File: config.mk
export PLATFORM = sky130hd
export DESIGN_NAME = sramb_tdp_be
export DESIGN_NICKNAME = d
export VERILOG_FILES = /design/src/rtl/sramb_pkg.sv /design/src/rtl/sramb_clear_seq.sv /design/src/rtl/sramb_tdp_be.sv
export SDC_FILE = /design/constraint.sdc
export NUM_CORES = 2
export LEC_CHECK = 0
export CAP_MARGIN = 0
export CORE_UTILIZATION = 35
export CTS_BUF_LIST = sky130_fd_sc_hd__clkbuf_8 sky130_fd_sc_hd__clkbuf_16
export CTS_CLUSTER_DIAMETER = 150
export DETAILED_ROUTE_END_ITERATION = 12
export GPL_ROUTABILITY_DRIVEN = 0
export SYNTH_ARGS = -nofsm -noshare
export SYNTH_HDL_FRONTEND = slang
export SYNTH_SLANG_ARGS = --single-unit
File: constraint.sdc
create_clock -name CLK -period 2.98 [get_ports CLK]
set_clock_uncertainty 0.05 [all_clocks]
set_input_delay 0.596 -clock CLK [delete_from_list [all_inputs] [get_ports CLK]]
set_output_delay 0.596 -clock CLK [all_outputs]
set_load 0.01 [all_outputs]
File: src/rtl/sramb_pkg.sv
// Shared types and helpers for the true dual-port byte-lane RAM.
//   sramb_state_e   : clear sequencer states
//   RDW_*           : same-port read-during-write mode encodings
//   lane_merge()    : replace the masked lanes of a word with new data
package sramb_pkg;

    typedef enum logic {
        CLEAR = 1'b0,
        RUN   = 1'b1
    } sramb_state_e;

    localparam int RDW_WRITE_FIRST = 0;
    localparam int RDW_READ_FIRST  = 1;

    // Upper bounds for the generic merge helper; callers zero-extend into
    // these widths and cast the result back to their own word width.
    localparam int MAX_DW    = 256;
    localparam int MAX_LANES = 32;

    function automatic logic [MAX_DW-1:0] lane_merge(
        input logic [MAX_DW-1:0]    old_w,
        input logic [MAX_DW-1:0]    new_w,
        input logic [MAX_LANES-1:0] mask,
        input int                   lanes,
        input int                   width
    );
        logic [MAX_DW-1:0] bit_mask;
        logic [MAX_DW-1:0] lane_ones;
        int                lw;
        lw        = width / lanes;
        lane_ones = {MAX_DW{1'b1}} >> (MAX_DW - lw);
        bit_mask  = '0;
        for (int l = 0; l < MAX_LANES; l++) begin
            if (l < lanes && mask[l]) begin
                bit_mask = bit_mask | (lane_ones << (l * lw));
            end
        end
        return (old_w & ~bit_mask) | (new_w & bit_mask);
    endfunction

endpackage

File: src/rtl/sramb_clear_seq.sv
// Post-reset clear sequencer: walks every address once writing zero, then
// hands the memory to the user ports by raising ready.
//   CLK, RST   : clock, async active-high reset
//   ready      : user accesses accepted (registered state, glitch-free)
//   clr_we     : clear write strobe for this cycle
//   clr_addr   : address being cleared
//
//   state | meaning
//   ------+---------------------------------------------------------
//   CLEAR | zeroing word cnt each cycle; user ports locked out
//   RUN   | clear done, ready=1; terminal until reset
module sramb_clear_seq
    import sramb_pkg::*;
#(
    parameter int ADDR_WIDTH    = 6,
    parameter int INIT_ON_RESET = 1
) (
    input  logic                  CLK,
    input  logic                  RST,
    output logic                  ready,
    output logic                  clr_we,
    output logic [ADDR_WIDTH-1:0] clr_addr
);

    // One extra counter bit keeps the terminal compare exact at full depth.
    localparam logic [ADDR_WIDTH:0] LAST = (ADDR_WIDTH+1)'(2**ADDR_WIDTH - 1);

    sramb_state_e          state, state_nxt;
    logic [ADDR_WIDTH:0]   cnt, cnt_nxt;

    always_ff @(posedge CLK or posedge RST) begin
        if (RST) begin
            state <= CLEAR;
            cnt   <= '0;
        end else begin
            state <= state_nxt;
            cnt   <= cnt_nxt;
        end
    end

    always_comb begin
        state_nxt = state;
        cnt_nxt   = cnt;
        clr_we    = 1'b0;
        ready     = 1'b0;
        case (state)
            CLEAR: begin
                if (INIT_ON_RESET == 0) begin
                    state_nxt = RUN;
                end else begin
                    clr_we  = 1'b1;
                    cnt_nxt = cnt + 1'b1;
                    if (cnt == LAST) begin
                        state_nxt = RUN;
                    end
                end
            end
            RUN: begin
                ready = 1'b1;
            end
            default: begin
                state_nxt = CLEAR;
            end
        endcase
    end

    assign clr_addr = cnt[ADDR_WIDTH-1:0];

endmodule

File: src/rtl/sramb_tdp_be.sv
// True dual-port block RAM with per-lane write enables on both ports,
// selectable same-port read-during-write, optional output register and a
// built-in zero-clear after reset.
//   CLK, RST                 : clock, async active-high reset
//   ENx, WEx, BEx, ADDRx, DIx: port x access enable, write, lane enables,
//                              address, write data (x = A, B)
//   DOx, VALIDx              : port x read data and its one-cycle strobe
//   READY                    : clear finished, user accesses accepted
module sramb_tdp_be
    import sramb_pkg::*;
#(
    parameter int ADDR_WIDTH    = 6,
    parameter int DATA_WIDTH    = 16,
    parameter int LANES         = 2,
    parameter int RDW_MODE      = 0,
    parameter int OUT_REG       = 0,
    parameter int INIT_ON_RESET = 1
) (
    input  logic                  CLK,
    input  logic                  RST,
    input  logic                  ENA,
    input  logic                  WEA,
    input  logic [LANES-1:0]      BEA,
    input  logic [ADDR_WIDTH-1:0] ADDRA,
    input  logic [DATA_WIDTH-1:0] DIA,
    output logic [DATA_WIDTH-1:0] DOA,
    output logic                  VALIDA,
    input  logic                  ENB,
    input  logic                  WEB,
    input  logic [LANES-1:0]      BEB,
    input  logic [ADDR_WIDTH-1:0] ADDRB,
    input  logic [DATA_WIDTH-1:0] DIB,
    output logic [DATA_WIDTH-1:0] DOB,
    output logic                  VALIDB,
    output logic                  READY
);

    localparam int DEPTH = 2**ADDR_WIDTH;
    localparam int LW    = DATA_WIDTH / LANES;

    logic                  ready;
    logic                  clr_we;
    logic [ADDR_WIDTH-1:0] clr_addr;

    sramb_clear_seq #(
        .ADDR_WIDTH    (ADDR_WIDTH),
        .INIT_ON_RESET (INIT_ON_RESET)
    ) u_clear_seq (
        .CLK      (CLK),
        .RST      (RST),
        .ready    (ready),
        .clr_we   (clr_we),
        .clr_addr (clr_addr)
    );

    assign READY = ready;

    logic [DATA_WIDTH-1:0] mem [DEPTH];

    logic                  acc_a, acc_b;
    logic [LANES-1:0]      wmask_a, wmask_b;
    logic [DATA_WIDTH-1:0] rd_a, rd_b;

    assign acc_a   = ready & ENA;
    assign acc_b   = ready & ENB;
    assign wmask_a = (acc_a && WEA) ? BEA : '0;
    assign wmask_b = (acc_b && WEB) ? BEB : '0;

    // Port B lanes are written first so that port A wins a same-lane collision.
    always_ff @(posedge CLK) begin
        if (clr_we) begin
            mem[clr_addr] <= '0;
        end else if (ready) begin
            for (int l = 0; l < LANES; l++) begin
                if (wmask_b[l]) begin
                    mem[ADDRB][l*LW +: LW] <= DIB[l*LW +: LW];
                end
            end
            for (int l = 0; l < LANES; l++) begin
                if (wmask_a[l]) begin
                    mem[ADDRA][l*LW +: LW] <= DIA[l*LW +: LW];
                end
            end
        end
    end

    // Only the port's own write is merged; the other port's write in the
    // same cycle is never visible, so cross-port reads see the old word.
    always_comb begin
        rd_a = mem[ADDRA];
        rd_b = mem[ADDRB];
        if (RDW_MODE == RDW_WRITE_FIRST) begin
            rd_a = DATA_WIDTH'(lane_merge(MAX_DW'(mem[ADDRA]), MAX_DW'(DIA),
                                          MAX_LANES'(wmask_a), LANES, DATA_WIDTH));
            rd_b = DATA_WIDTH'(lane_merge(MAX_DW'(mem[ADDRB]), MAX_DW'(DIB),
                                          MAX_LANES'(wmask_b), LANES, DATA_WIDTH));
        end
    end

    logic [DATA_WIDTH-1:0] do1_a, do1_b;
    logic                  v1_a, v1_b;

    always_ff @(posedge CLK or posedge RST) begin
        if (RST) begin
            do1_a <= '0;
            do1_b <= '0;
            v1_a  <= 1'b0;
            v1_b  <= 1'b0;
        end else begin
            v1_a <= acc_a;
            v1_b <= acc_b;
            if (acc_a) do1_a <= rd_a;
            if (acc_b) do1_b <= rd_b;
        end
    end

    generate
        if (OUT_REG != 0) begin : g_out_reg
            logic [DATA_WIDTH-1:0] do2_a, do2_b;
            logic                  v2_a, v2_b;

            always_ff @(posedge CLK or posedge RST) begin
                if (RST) begin
                    do2_a <= '0;
                    do2_b <= '0;
                    v2_a  <= 1'b0;
                    v2_b  <= 1'b0;
                end else begin
                    v2_a <= v1_a;
                    v2_b <= v1_b;
                    if (v1_a) do2_a <= do1_a;
                    if (v1_b) do2_b <= do1_b;
                end
            end

            assign DOA    = do2_a;
            assign DOB    = do2_b;
            assign VALIDA = v2_a;
            assign VALIDB = v2_b;
        end else begin : g_no_out_reg
            assign DOA    = do1_a;
            assign DOB    = do1_b;
            assign VALIDA = v1_a;
            assign VALIDB = v1_b;
        end
    endgenerate

endmodule
Yosys cells after proc, flatten, opt, wreduce, memory -nomap -nowiden
Memories as Yosys holds them, arrays and structs flattened.
Cells that the tools add are included.
{"block": "word_totals", "reg_bits": 42, "mem_bits_rw": 1024, "input_bits": 54, "memories": 1, "wordCells": 51, "out_inout_bits": 35}
{"block": "classes", "n_addsub": 1, "mux": 29, "n_reduce_logical": 3, "bitwise": 10, "n_eq_ne": 1}
{"memory": "mem", "words": 64, "word_bits": 16, "read_ports": 2, "rd_clocked_by_memory_dff": 0, "write_ports": 2, "line_no": "sramb_tdp_be.sv:58", "rtl": "logic [DATA_WIDTH-1:0] mem [DEPTH];"}
{"operator": "$and 16x16->16", "count": 4}
{"operator": "$mux 16", "count": 3}
{"operator": "$not 16->16", "count": 2}
{"operator": "$or 16x16->16", "count": 2}
{"operator": "$mux 1", "count": 20}
{"operator": "$mux 8", "count": 2}
{"operator": "$reduce_or 16->1", "count": 1}
{"operator": "$add 7x1->7 const B", "count": 1}
{"operator": "$eq 7x6->1 const B", "count": 1}
{"operator": "$mux 2", "count": 3}
{"operator": "$mux 6", "count": 1}
{"operator": "$and 1x1->1", "count": 2}
{"operator": "$logic_and 1x1->1", "count": 2}

Depth between registers and ports, before layout
{"block": "depth", "depth_word": 10, "ltp_mapped": 12, "mapped_depth_nobuf": 7}

Hierarchy
Synthesis repeated with hierarchy kept, for this count alone.
{"block": "unflattened", "cells_unflattened": 5642, "hier_area_um2": 61814.3}
{"mod": "sramb_tdp_be", "seq_area_each_um2": 31600.3, "cells_each": 5610, "instances": 1, "area_per_inst_um2": 61436.4}
{"mod": "sramb_clear_seq", "seq_area_each_um2": 200.2, "cells_each": 32, "instances": 1, "area_per_inst_um2": 377.9}

Worst setup path after synthesis
OpenSTA, ideal clock, no wires.
{"block": "synth_timing", "path_kind": "input to register", "from": "input port ENB", "to": "memory mem[16][10], enable pin", "setup_ns": 0.376, "required_ns": 2.554, "n_path_buf": 3, "stages": 9, "setup_slack_ns": 0.013, "t_arrival_ns": 2.541, "path_cell_list": "and3_1 -> clkbuf_1 -> o21a_1 -> buf_2 -> buf_2 -> mux2_2 -> a21oi_2 -> nand2_1 -> o22ai_1"}
{"element": "start, declared", "line_no": "sramb_tdp_be.sv:28", "rtl": "input logic ENB,"}
{"element": "end, declared", "line_no": "sramb_tdp_be.sv:58"}

==> flow_summary_export.csv <==
group,metric,value,unit
floorplanning,dieArea,0.1769,mm²
critical_path,worstRegToRegCells,6,
power,p_seq_frac,0.484,
detailed_routing,routed_wl,280300,µm
place,port_buffers,88,
grt,grt_max_degree,66,
floorplanning,die_w,420.6,µm
synth,ys_ff_latch,1066,
detailed_routing,drtPass1Iterations,6,
cts,cts.reportedPaths.clkPinSlew,70,ps
timing,rsz0062_at_grt,"no",
timing,hold_violations,0,
cts,clockBufferDepth,3,
grt,grt_pass1_vias,49770,
timing,slew_headroom,0.1530,
timing,setup_viol,0,
synth,synth_flop_cell,"edfxtp_1",
cts,cts_hold_buf,0,
cts,clkLatencyLatePin,760,ps
grt,grt_pass1_wl,389100,µm
timing,finalCritPeriodShare,0.9623,
critical_path,arrival,3440,ps
synth,synth-edff-count,1024,
cts,htree_num_levels,3,
synth,yosys.cell_types.count,71,
timing,layout_min_cycle_time,2868,ps
synth,yosys.area.top_type,"edfxtp_1",
timing,max_freq,348.7,MHz
synth,syn_nets,5639,
synth,avgSynthCellArea,10.98,µm²
floorplanning,num_rows,153,
floorplanning,boundaryPins,89,
cts,clockRootBuffer,"clkbuf_16",
grt,grt_overflow_total,0,
timing,setup_tns,0,ps
detailed_routing,via_per_inst,6.521,
synth,seq_area_frac_synth,0.5185,
flow_run,max-cap-violations,0,
run_status,status,"finished, final reports clean",
detailed_routing,antenna_left,0,
synth,yosys-top-cells-area,"edfxtp_1 50%, mux4_2 11%, o21ai_0 8.5%",
detailed_routing,avgRoutedWirePerCell,33.47,µm
cts,cts_setup_buffers,0,
synth,syn_inst,5584,
synth,synth_top_cell_area_share,0.5013,
timing,fin_ws,112.4,ps
power,p_per_area,449.5,mW/mm²
cells_and_area,area_growth,21.06,%
place,placed_cells,8163,
power,totalPowerFinal,0.03338,W
place,dp_hpwl,190400,µm
synth,syn-cell-area,0.06134,mm²
detailed_routing,drc,0,
cts,cts_buffers,110,
floorplanning,die_h,420.6,µm
detailed_routing,route.vias.total,54600,
floorplanning,initial_core_util,0.3525,
critical_path,cp_max_fo,2,
cells_and_area,final_cells,8373,
power,cellLeakagePower,22.42,nW
cells_and_area,layout_commonest_cell,"nand2_1",
cts,cts_sinks,1066,
cells_and_area,nFillCells,15950,
grt,antenna_found_initial,26,
critical_path,crit_type,"reg2reg",
cts,cts-resized-gates,0,
critical_path,required,3560,ps
power,p_int,0.02504,W
power,power_switching_share,0.2498,
power,power.switching,0.008340,W
power,ir_worst_vdd,515.2,µV
cells_and_area,final_cell_mix,"1,123 x nand2_1, 1,047 x o21ai_0, 1,024 x edfxtp_1",
power,p_clk_frac,0.419,
detailed_routing,drtIter0Drc,11080,
worst_hold_path,hp-class,"in2async",
synth,async_flop_share,0.03940,
timing,slew_violations,0,
cts,tritoncts,"yes",
place,dp_slack,-264.3,ps
timing,hold-worst-slack,189.8,ps
cells_and_area,layout-drive-gt1-share,0.2442,
cells_and_area,nets,6005,
timing,worst_pin_slew,1270,ps
grt,grt_usage,0.3114,
floorplanning,core_area,0.1740,mm²
power,power_frac_comb,0.097,
critical_path,end_kind,"flip-flop",
critical_path,startpoint_type,"flip-flop",
synth,ys_warn_count,0,
## cells in the mapped netlist, types with 5 or more instances
library cell,number
and3_1,5
buf_2,123
edfxtp_1,1024
a221o_1,27
a221oi_1,136
nor4b_1,6
buf_6,10
inv_1,7
nor2b_1,22
nand2_1,1141
clkbuf_1,430
o22ai_1,229
nor2_2,27
mux4_2,309
mux2i_1,174
a22oi_1,130
a211oi_1,21
o22a_1,10
o21ai_1,29
buf_4,39
a22o_1,52
o21ai_0,1047
and2_1,9
a21oi_1,76
o2bb2ai_1,13
nor2_1,150
nand3_1,38
o221ai_1,14
nor3_1,22
a2111oi_0,9
nand2b_1,11
dfrtp_1,42
mux2_2,87
a31oi_1,12
nand4_1,5
buf_1,27
## power groups by stage
stage          Clock (W)  Sequential (W)  Combinational [W]
2_1_floorplan          0          0.0165            0.00143
3_3_place_gp           0          0.0165            0.00304
3_5_place_dp           0          0.0165            0.00304
4_1_cts           0.0139          0.0162            0.00305
5_1_grt           0.0145          0.0162            0.00319
6_report          0.0140          0.0162            0.00323
## worst paths after layout
| kind | to | startpoint | slack [ps] |
|---|---|---|---|
| worst max-delay path | DOB[11] | mem[43][11] | 110 |
| worst min-delay path | u_clear_seq.cnt[1] | RST | 190 |
| worst max register to register | DOB[11] | mem[43][11] | 110 |
| worst min register to register | u_clear_seq.cnt[6] | u_clear_seq.cnt[6] | 430 |
| max in group asynchronous | DOB[1] | RST | 2020 |
| min in group CLK | mem[16][5] | DIA[5] | 230 |
## registers in the layout (all words and copies together), names as in the netlist
register,count
mem,1024
DOA,16
DOB,16
u_clear_seq.cnt,7
VALIDA,1
VALIDB,1
u_clear_seq.state,1
## metal layers
| metal | track usage | up-vias | share of wire |
|---|---|---|---|
| li1 | - | 22120 | - |
| met1 | 0.3961 | 25960 | 0.34 |
| met2 | 0.4483 | 5274 | 0.42 |
| met3 | 0.09639 | 1225 | 0.15 |
| met4 | 0.2200 | 22 | 0.090 |
| met5 | 0 | - | 0.00050 |
## layout make-up
cell class | count | area (µm²) | share of cell area
clock inverter | 85 | 678.2 | 0.009133
antenna | 11 | 27.53 | 0.0003707
sequential | 1066 | 31800 | 0.4283
multi-input combinational | 3874 | 26930 | 0.3627
clock buffer | 114 | 2841 | 0.03827
inverter | 9 | 35.03 | 0.0004718
timing repair buffer | 889 | 9031 | 0.1216
tap | 2325 | 2909 | 0.03918
## worst max-delay path, cell delays in order (launching register included)
cell and delay [ps]:
edfxtp_1 460, mux4_2 490, a22o_1 320, a221oi_1 270
o22ai_1 450, nor3_1 570, o21ai_1 140
## cell families after synthesis
group / after synthesis / synth area share
compound gates: 1837 / 0.1798
simple gates: 1457 / 0.09539
flops: 1066 / 0.5185
buf+inv: 644 / 0.04696
mux: 573 / 0.1584
xor+xnor: 6 / 0.0008568
fa+ha+maj: 1 / 0.0002040
## through the flow
| stage | cell area (µm²) | util |
|---|---|---|
| after floorplan | 61340 | - |
| after global placement | 70710 | 0.4063 |
| after detailed placement | 70710 | 0.4063 |
| after CTS | 74230 | 0.4266 |
| after global routing | 74230 | 0.4266 |
| final | 74260 | 0.4267 |
(Power assumes the default switching activity.)
